$ cat src/rtl/tt_scoreboard.sv
// Table-tennis scoreboard: edge-detected point flags, win-by-margin FSM and a 4-digit
// multiplexed active-low 7-segment display. Define SERVE_IND_EN to build the serve indicator.
module tt_scoreboard #(
  parameter int unsigned WIN_PTS  = 11,
  parameter int unsigned MARGIN   = 2,
  parameter int unsigned SCAN_DIV = 50000
) (
  input  logic       clk,
  input  logic       reset,
  input  logic       score_a,
  input  logic       score_b,
  input  logic       new_game,
  output logic [7:0] seg,
  output logic [3:0] an,
  output logic       game_over,
  output logic       winner_a,
  output logic       winner_b,
  output logic       serve_a
);

  localparam int unsigned ScanW = $clog2(SCAN_DIV);
  localparam logic [ScanW-1:0] ScanMax = ScanW'(SCAN_DIV - 1);

  typedef enum logic [1:0] {StPlay, StWonA, StWonB} state_e;

  state_e           state_q;
  logic             score_a_q, score_b_q;
  logic [6:0]       pts_a_q, pts_b_q;
  logic             game_over_q, winner_a_q, winner_b_q;
  logic [ScanW-1:0] scan_q;
  logic [1:0]       digit_q;
  logic [6:0]       wrap_q;
  logic [7:0]       seg_q, seg_d;
  logic [3:0]       an_q, an_d;

  logic       clear;
  logic       pt_a, pt_b, only_a, only_b;
  logic [6:0] inc_a, inc_b;
  logic       win_a, win_b;

  assign clear  = reset | new_game;
  assign pt_a   = score_a & ~score_a_q;
  assign pt_b   = score_b & ~score_b_q;
  assign only_a = pt_a & ~pt_b;
  assign only_b = pt_b & ~pt_a;

  assign inc_a = (pts_a_q == 7'd99) ? pts_a_q : pts_a_q + 7'd1;
  assign inc_b = (pts_b_q == 7'd99) ? pts_b_q : pts_b_q + 7'd1;

  // A saturated counter takes no point, so it can never complete a win either.
  assign win_a = (pts_a_q != 7'd99) && (int'(inc_a) >= int'(WIN_PTS)) &&
                 (int'(inc_a) >= int'(pts_b_q) + int'(MARGIN));
  assign win_b = (pts_b_q != 7'd99) && (int'(inc_b) >= int'(WIN_PTS)) &&
                 (int'(inc_b) >= int'(pts_a_q) + int'(MARGIN));

  always_ff @(posedge clk) begin
    if (clear) begin
      score_a_q <= 1'b0;
      score_b_q <= 1'b0;
    end else begin
      score_a_q <= score_a;
      score_b_q <= score_b;
    end
  end

  always_ff @(posedge clk) begin
    if (clear) begin
      state_q     <= StPlay;
      pts_a_q     <= 7'd0;
      pts_b_q     <= 7'd0;
      game_over_q <= 1'b0;
      winner_a_q  <= 1'b0;
      winner_b_q  <= 1'b0;
    end else begin
      case (state_q)
        StPlay: begin
          if (only_a) begin
            pts_a_q <= inc_a;
            if (win_a) begin
              state_q     <= StWonA;
              game_over_q <= 1'b1;
              winner_a_q  <= 1'b1;
            end
          end else if (only_b) begin
            pts_b_q <= inc_b;
            if (win_b) begin
              state_q     <= StWonB;
              game_over_q <= 1'b1;
              winner_b_q  <= 1'b1;
            end
          end
        end
        default: ;
      endcase
    end
  end

  assign game_over = game_over_q;
  assign winner_a  = winner_a_q;
  assign winner_b  = winner_b_q;

`ifdef SERVE_IND_EN
  logic [6:0] nxt_a, nxt_b;
  logic [1:0] total_lo;
  logic       deuce;
  logic       serve_q;

  assign nxt_a    = (state_q == StPlay && only_a) ? inc_a : pts_a_q;
  assign nxt_b    = (state_q == StPlay && only_b) ? inc_b : pts_b_q;
  assign total_lo = nxt_a[1:0] + nxt_b[1:0];
  assign deuce    = (int'(nxt_a) >= int'(WIN_PTS) - 1) && (int'(nxt_b) >= int'(WIN_PTS) - 1);

  always_ff @(posedge clk) begin
    if (clear) begin
      serve_q <= 1'b1;
    end else if (state_q == StPlay) begin
      serve_q <= deuce ? ~total_lo[0] : ~total_lo[1];
    end
  end

  assign serve_a = serve_q;
`else
  assign serve_a = 1'b0;
`endif

  function automatic logic [7:0] seg_enc(input logic [3:0] d);
    case (d)
      4'd0:    seg_enc = 8'hC0;
      4'd1:    seg_enc = 8'hF9;
      4'd2:    seg_enc = 8'hA4;
      4'd3:    seg_enc = 8'hB0;
      4'd4:    seg_enc = 8'h99;
      4'd5:    seg_enc = 8'h92;
      4'd6:    seg_enc = 8'h82;
      4'd7:    seg_enc = 8'hF8;
      4'd8:    seg_enc = 8'h80;
      4'd9:    seg_enc = 8'h90;
      default: seg_enc = 8'hFF;
    endcase
  endfunction

  logic [3:0] a_tens, a_units, b_tens, b_units;
  logic [3:0] digit_val;
  logic       digit_blank;

  assign a_tens  = 4'(pts_a_q / 7'd10);
  assign a_units = 4'(pts_a_q % 7'd10);
  assign b_tens  = 4'(pts_b_q / 7'd10);
  assign b_units = 4'(pts_b_q % 7'd10);

  always_comb begin
    digit_val   = 4'd0;
    digit_blank = 1'b0;
    case (digit_q)
      2'd0: digit_val = b_units;
      2'd1: begin
        digit_val   = b_tens;
        digit_blank = (b_tens == 4'd0);
      end
      2'd2: digit_val = a_units;
      default: begin
        digit_val   = a_tens;
        digit_blank = (a_tens == 4'd0);
      end
    endcase
    // digit_q[1] selects side A; loser always dark, winner blinks on wrap count bit 6.
    if (state_q == StWonA) begin
      digit_blank = digit_blank | ~digit_q[1] | ~wrap_q[6];
    end else if (state_q == StWonB) begin
      digit_blank = digit_blank | digit_q[1] | ~wrap_q[6];
    end
    seg_d = digit_blank ? 8'hFF
                        : (seg_enc(digit_val) & ((digit_q == 2'd2) ? 8'h7F : 8'hFF));
    an_d  = ~(4'b0001 << digit_q);
  end

  always_ff @(posedge clk) begin
    if (clear) begin
      scan_q  <= '0;
      digit_q <= 2'd0;
      wrap_q  <= 7'd0;
      seg_q   <= 8'hC0;
      an_q    <= 4'b1110;
    end else begin
      if (scan_q == ScanMax) begin
        scan_q  <= '0;
        digit_q <= digit_q + 2'd1;
        wrap_q  <= wrap_q + 7'd1;
      end else begin
        scan_q <= scan_q + ScanW'(1);
      end
      seg_q <= seg_d;
      an_q  <= an_d;
    end
  end

  assign seg = seg_q;
  assign an  = an_q;

endmodule

$ cat config.mk
export PLATFORM = sky130hd
export DESIGN_NAME = tt_scoreboard
export DESIGN_NICKNAME = d
export VERILOG_FILES = /design/src/rtl/tt_scoreboard.sv
export SDC_FILE = /design/constraint.sdc
export NUM_CORES = 1
export LEC_CHECK = 0
export ABC_CLOCK_PERIOD_IN_PS = 8390
export BUFFER_PORTS_ARGS = -buffer_cell sky130_fd_sc_hd__buf_2
export CORE_MARGIN = 5
export CORE_UTILIZATION = 50
export DETAILED_ROUTE_END_ITERATION = 8
export PLACE_DENSITY = 0.7
export SYNTH_ARGS = -nofsm -noshare
export SYNTH_HDL_FRONTEND = slang
export SYNTH_SLANG_ARGS = --single-unit
$ cat constraint.sdc
create_clock -name clk -period 8.39 [get_ports clk]
set_input_delay 0.4195 -clock clk [delete_from_list [all_inputs] [get_ports clk]]
set_output_delay 0.4195 -clock clk [all_outputs]
set_load 0.02 [all_outputs]
==> Yosys cells after proc, flatten, opt, wreduce, memory -nomap -nowiden <==
Memories as Yosys holds them, arrays and structs flattened.
Cells that the tools add are included.
{ "totals": {"reg_bits": 58, "romBits": 112, "input_bits": 5, "output_inout_bits": 16, "word_cells": 93, "mem_count": 1} }
{ "op_classes": {"addsub": 7, "div": 4, "n_lt_le_gt_ge": 4, "eq_ne": 10, "shift": 1, "n_mux": 16, "n_bitwise": 18, "n_reduce_logical": 18} }
{ "memory_table": {"columns": ["memory", "words", "width", "rd", "rd_ports_with_merged_regs", "wr", "line", "text"], "rows": [
  ["(name not given)", 16, 7, 1, 0, 0, "127", "case (d)"]
]} }
{ "op_table": {"columns": ["cell", "count"], "rows": [
  ["7-bit by 1-bit adder with 7-bit output, second input constant", 3],
  ["16-bit by 1-bit adder with 16-bit output, second input constant", 1],
  ["7-bit by 2-bit adder with 8-bit output, second input constant", 2],
  ["16-bit equality test, second input constant", 1],
  ["7-bit by 8-bit greater-or-equal comparator with 1-bit output", 2],
  ["7-bit by 4-bit divider with 7-bit output, second input constant", 2],
  ["7-bit equality test, second input constant", 2],
  ["7-bit by 4-bit greater-or-equal comparator with 1-bit output, second input constant", 2],
  ["7-bit by 4-bit modulo with 7-bit output, second input constant", 2],
  ["7-bit 2-to-1 mux", 2],
  ["7-bit != test, second input constant", 2],
  ["4-bit one-hot mux with 3 select lines", 1],
  ["8-bit AND", 1],
  ["4-bit zero test", 2],
  ["2-bit 2-to-1 mux", 4],
  ["8-bit 2-to-1 mux", 1],
  ["4-bit AND reduction", 2],
  ["1-bit NOT", 7],
  ["1-bit 2-to-1 mux", 6],
  ["6-bit 2-to-1 mux", 1],
  ["3-bit AND reduction", 2],
  ["2-bit OR reduction", 3],
  ["1-bit bitwise OR", 5],
  ["1-bit AND", 4],
  ["11 further kinds", 18]
]} }

==> Logic depth before layout (Yosys ltp) <==
{ "logic_depth": {"depth_word": 8, "depth_mapped": 17, "ltp_nobuf": 16} }

==> Worst setup path before layout <==
Ideal clock, no wire load.
{ "synth_timing": {"path_type": "register to register", "from": "register digit_q[0]", "to": "register seg_q[5], in the netlist seg[5]", "setup_time_ns": 0.116, "arrival_time_ns": 3.208, "required_ns": 8.274, "path_slack_ns": 5.066, "path_stages_with_launch": 16, "n_path_buf": 1, "synth_period_minus_slack_ns": 3.324, "path_cell_list": "dfxtp_1 -> inv_1 -> ha_1 -> buf_4 -> mux2i_4 -> xnor2_1 -> o311a_4 -> ha_1 -> o21ai_0 -> a2111oi_1 -> or3_4 -> o22ai_4 -> inv_1 -> ha_1 -> or3_1 -> o211a_1"} }
{ "synth_between": {"elab_chain_len": 8, "elab_cells_between_ends": 15, "cone_classes": "2 x eq/ne; 5 x mux; 5 x bitwise; 2 x reduce/logical; 1 x memory"} }
{ "synth_rtl": {"columns": ["item", "line", "text"], "rows": [
  ["start, declared", "31", "logic [1:0] digit_q;"],
  ["start signal, assigned", "187", "digit_q <= digit_q + 2'd1;"],
  ["parallel branches: the longest is 7 deep, another holds memory read 16 x 7 bit", null, null],
  ["6-bit 2-to-1 mux *", "172", "seg_d = digit_blank ? 8'hFF"],
  ["end signal, assigned", "192", "seg_q <= seg_d;"],
  ["end, declared", "33", "logic [7:0] seg_q, seg_d;"]
]} }
Mark *: on every way between the ends.
A chain may end at the register's enable or synchronous reset.

==> Worst setup path after layout <==
{ "layout_timing": {"from": "register pts_b_q[2]", "to": "register seg_q[1], in the netlist seg[1]"} }
{ "layout_between": {"elab_chain_len": 8, "elab_cells_between_ends": 14, "cone_classes": "2 x div; 5 x mux; 5 x bitwise; 1 x reduce/logical; 1 x memory"} }
{ "layout_rtl": {"columns": ["item", "line", "text"], "rows": [
  ["start, declared", "28", "logic [6:0] pts_a_q, pts_b_q;"],
  ["start signal, assigned", "85", "pts_b_q <= inc_b;"],
  ["parallel branches: the longest is 7 deep, another holds 7-bit by 4-bit divider with 7-bit output", null, null],
  ["6-bit 2-to-1 mux *", "172", null]
]} }
Marks and branches as above.

==> qor.csv <==
stage,metric,value,unit
die,row cnt,36,
final_layout,layout cells sized above 1,0.113,
sta,Max Slew Vio Count,0,
cts,Max Root-Sink Buffers,2,
placed_design,dpl hpwl,8.92,mm
sta,setup tns final,0,ns
final_layout,final cell count without fillers,768,
placed_design,dpl ws,4.11,ns
setup_path,R2R depth,14,
detailed_routing,DR DRC count,0,
cts,Worst-Skew Late Latency,0.34,ns
cts,Hold Buf Count CTS,0,
die,Die H,110,microns
die,Initial Util,0.513,
die,die area,12100,sq um
setup_path,reg2reg end,seg[1],
sta,clk_skew,0.0131,ns
min_path,min-delay worst type,primary input to flop,
detailed_routing,Max Used Layer,met4,
setup_path,crit path launch,pts_b_q[2],
global_route,first-pass GRT wire length,20.6,mm
placed_design,placed cell count,752,
synthesis,Yosys reg bits,58,
setup_path,R2R Path Start,pts_b_q[2],
detailed_routing,drt total wl,12.4,mm
synthesis,"Cell Area, Synth",4990,sq um
sta,Hold Fails Final Rpt,0,
final_layout,"most common cell after layout, fill and taps aside",nor2_1,
detailed_routing,Detailed Route Iter0 Violations,377,
detailed_routing,metal2 WL,5.72,mm
cts,clk sinks,58,
placed_design,Port Buffers,19,
synthesis,syn avg cell area,7.93,sq um
final_layout,Final nets,679,
job,max-cap viol count,0,
synthesis,yosys warns,0,
setup_path,Worst R2R Setup Slack,3.97,ns
power_and_ir_drop,PD cells,115,nW/um^2
detailed_routing,WL per Instance,16.1,microns
final_layout,post-layout util,0.549,
global_route,vias in the first global route,4336,
cts,# Post-CTS Setup Buffers,0,
cts,TritonCTS clock tree,built,
setup_path,"Data arrival, critical path",4.66,ns
synthesis,number of synthesized flops with an enable pin,0,
detailed_routing,met1 wire length,5.74,mm
synthesis,post-synthesis cell type count,84,
sta,final setup fails,0,
setup_path,startpoint types,flop,
synthesis,"Seq/Total Area, Yosys",0.233,
placed_design,GPL Wtd Cong,0.914,
global_route,GRT Resource Usage Total,0.213,
sta,Final Critical Period,4.42,ns
final_layout,ANT cells,0,
cts,clock-pin slew on the worst setup and hold paths,0.07,ns
global_route,gr ovfl total,0,
detailed_routing,vias per cell,5.99,
global_route,largest net degree at the start of global routing,33,
detailed_routing,routed wl met3,656,microns
cts,CTS buffer count,9,
final_layout,area grow syn2layout,7.05,%
sta,period utilisation layout,0.526,
outcome,status,completed,
setup_path,Setup CP Type,flop to flop,
die,total core area,9730,sq um
sta,RSZ-0062 raised after global routing,no,
power_and_ir_drop,peak supply drop,0.0000809,V
synthesis,Synth Flop Type,dfxtp_1,
setup_path,CP endpoint,seg[1],
sta,Slew @ Worst Pin,1.05,ns
sta,WHS,0.286,ns
sta,f_max,226,MHz
sta,setup ws final,3.97,ns
detailed_routing,vias,4598,
power_and_ir_drop,Leak,1.96,nW
detailed_routing,TritonRoute pass-1 iters,5,
global_route,initial antenna violation count,0,
sta,Slew headroom,0.300,
final_layout,"commonest cells after routing, fill and taps aside","nor2_1 (79), dfxtp_1 (58), nand2_1 (50)",
synthesis,cells after synthesis,629,
die,Die Wd,110,microns
cts,CTS H-tree lvls,3,
setup_path,CP required,8.64,ns
detailed_routing,Final ANT Viol Nets,0,
cts,Root Driver,clkbuf_8,
final_layout,Layout fillers,904,
setup_path,CP endpoint kind,flop,
die,# IOs,21,
setup_path,"Max FO, Critical Path",17,
synthesis,"Net Count, Synth",678,
cts,Post-CTS Resized,0,
synthesis,ys async rst share,0,
==> where the power goes <==
| part | switching (W) | internal (W) | leakage (nW) |
|---|---|---|---|
| Clock | 0.000117 | 0.000184 | 0.117 |
| Sequential | 0.00000262 | 0.000277 | 0.468 |
| Combinational | 0.0000206 | 0.0000117 | 1.37 |
| Total | 0.000140 | 0.000472 | 1.96 |
==> registers in the layout, indices dropped and copies added (netlist names) <==
signal and flops:
pts_a_q 7, digit_q 2, state_q 2, winner_b 1, game_over 1, score_a_q 1
scan_q 16, an 4, seg 8, wrap_q 7, winner_a 1, score_b_q 1
pts_b_q 7
==> logic make-up (layout without fill, tap and decap cells) <==
group | count (synthesis) | after routing | share of synthesized area
xor+xnor | 45 | 45 | 0.0790
fa+ha+maj | 44 | 44 | 0.110
other cells | 1 | 1 | 0.000752
mux | 17 | 17 | 0.0404
simple gates | 254 | 254 | 0.262
flops | 58 | 58 | 0.233
compound gates | 151 | 151 | 0.220
buf+inv | 59 | 65 | 0.0549
==> worst max-delay path, cell delays in order, from the launching register on <==
cell	delay, ns
dfxtp_1	0.72
inv_1	0.19
ha_1	0.24
nor2b_1	0.72
o22ai_1	0.16
a22o_1	0.30
nor3_1	0.29
mux2i_1	0.23
a2111oi_0	0.11
nor3_1	0.46
inv_1	0.18
ha_1	0.34
nor2_1	0.11
nor2_1	0.05
a211oi_1	0.21
==> worst min-delay path by stage <==
stage	startpoint	endpoint	slack [ns]	depth (start not counted)
after floorplan	scan_q[0]	scan_q[0]	0.42	1
after global placement	scan_q[0]	scan_q[0]	0.43	1
after detailed placement	scan_q[0]	scan_q[0]	0.44	1
after CTS	score_a	score_a_q	0.27	2
after global routing	score_a	score_a_q	0.28	2
final	score_a	score_a_q	0.29	2
==> cell type report <==
| cell class | count | area [sq um] | share of cell area |
|---|---|---|---|
| clock inverter | 4 | 73.8 | 0.0138 |
| inverter | 24 | 90.1 | 0.0169 |
| clock buffer | 12 | 155 | 0.0291 |
| tap | 133 | 166 | 0.0312 |
| sequential | 58 | 1160 | 0.217 |
| multi-input combinational | 512 | 3550 | 0.665 |
| timing repair buffer | 25 | 140 | 0.0262 |
==> metrics by stage <==
| stage | cell area [sq um] | total power (W) |
|---|---|---|
| 3_3_place_gp | 5110 | 0.000316 |
| 3_5_place_dp | 5110 | 0.000318 |
| 2_1_floorplan | 4990 | 0.000311 |
| 5_1_grt | 5340 | 0.000640 |
| 6_report | 5340 | 0.000612 |
| 4_1_cts | 5340 | 0.000620 |
==> layer usage <==
layer,vias up,global-route usage
li1,2247,-
met1,2191,0.278
met2,138,0.338
met3,22,0.0464
met4,0,0.0846
met5,-,0
==> synth_stat cells (5+ instances only) <==
library cell  count  area share
nor2b_1          13       0.016
o22ai_1           7      0.0088
a211oi_1         11       0.017
ha_1             44        0.11
a21oi_1          34       0.034
xnor2_1          30       0.053
or3_1            12       0.015
nand2_1          50       0.038
o21ai_0          25       0.025
nor3_1           14       0.014
mux2i_1          12       0.024
nand3b_1          7       0.011
nor2_1           79       0.059
dfxtp_1          58        0.23
a21o_1            6      0.0090
buf_2            15       0.015
clkbuf_1         12      0.0090
nand4_1           5      0.0063
a31oi_1           5      0.0063
and2_1            6      0.0075
xor2_1           15       0.026
and3_1            5      0.0063
nand2b_1         18       0.023
o21bai_1          5      0.0075
buf_4             5      0.0075
inv_1            24       0.018
nand3_1          21       0.021
Power figures use the tool's default switching activity.
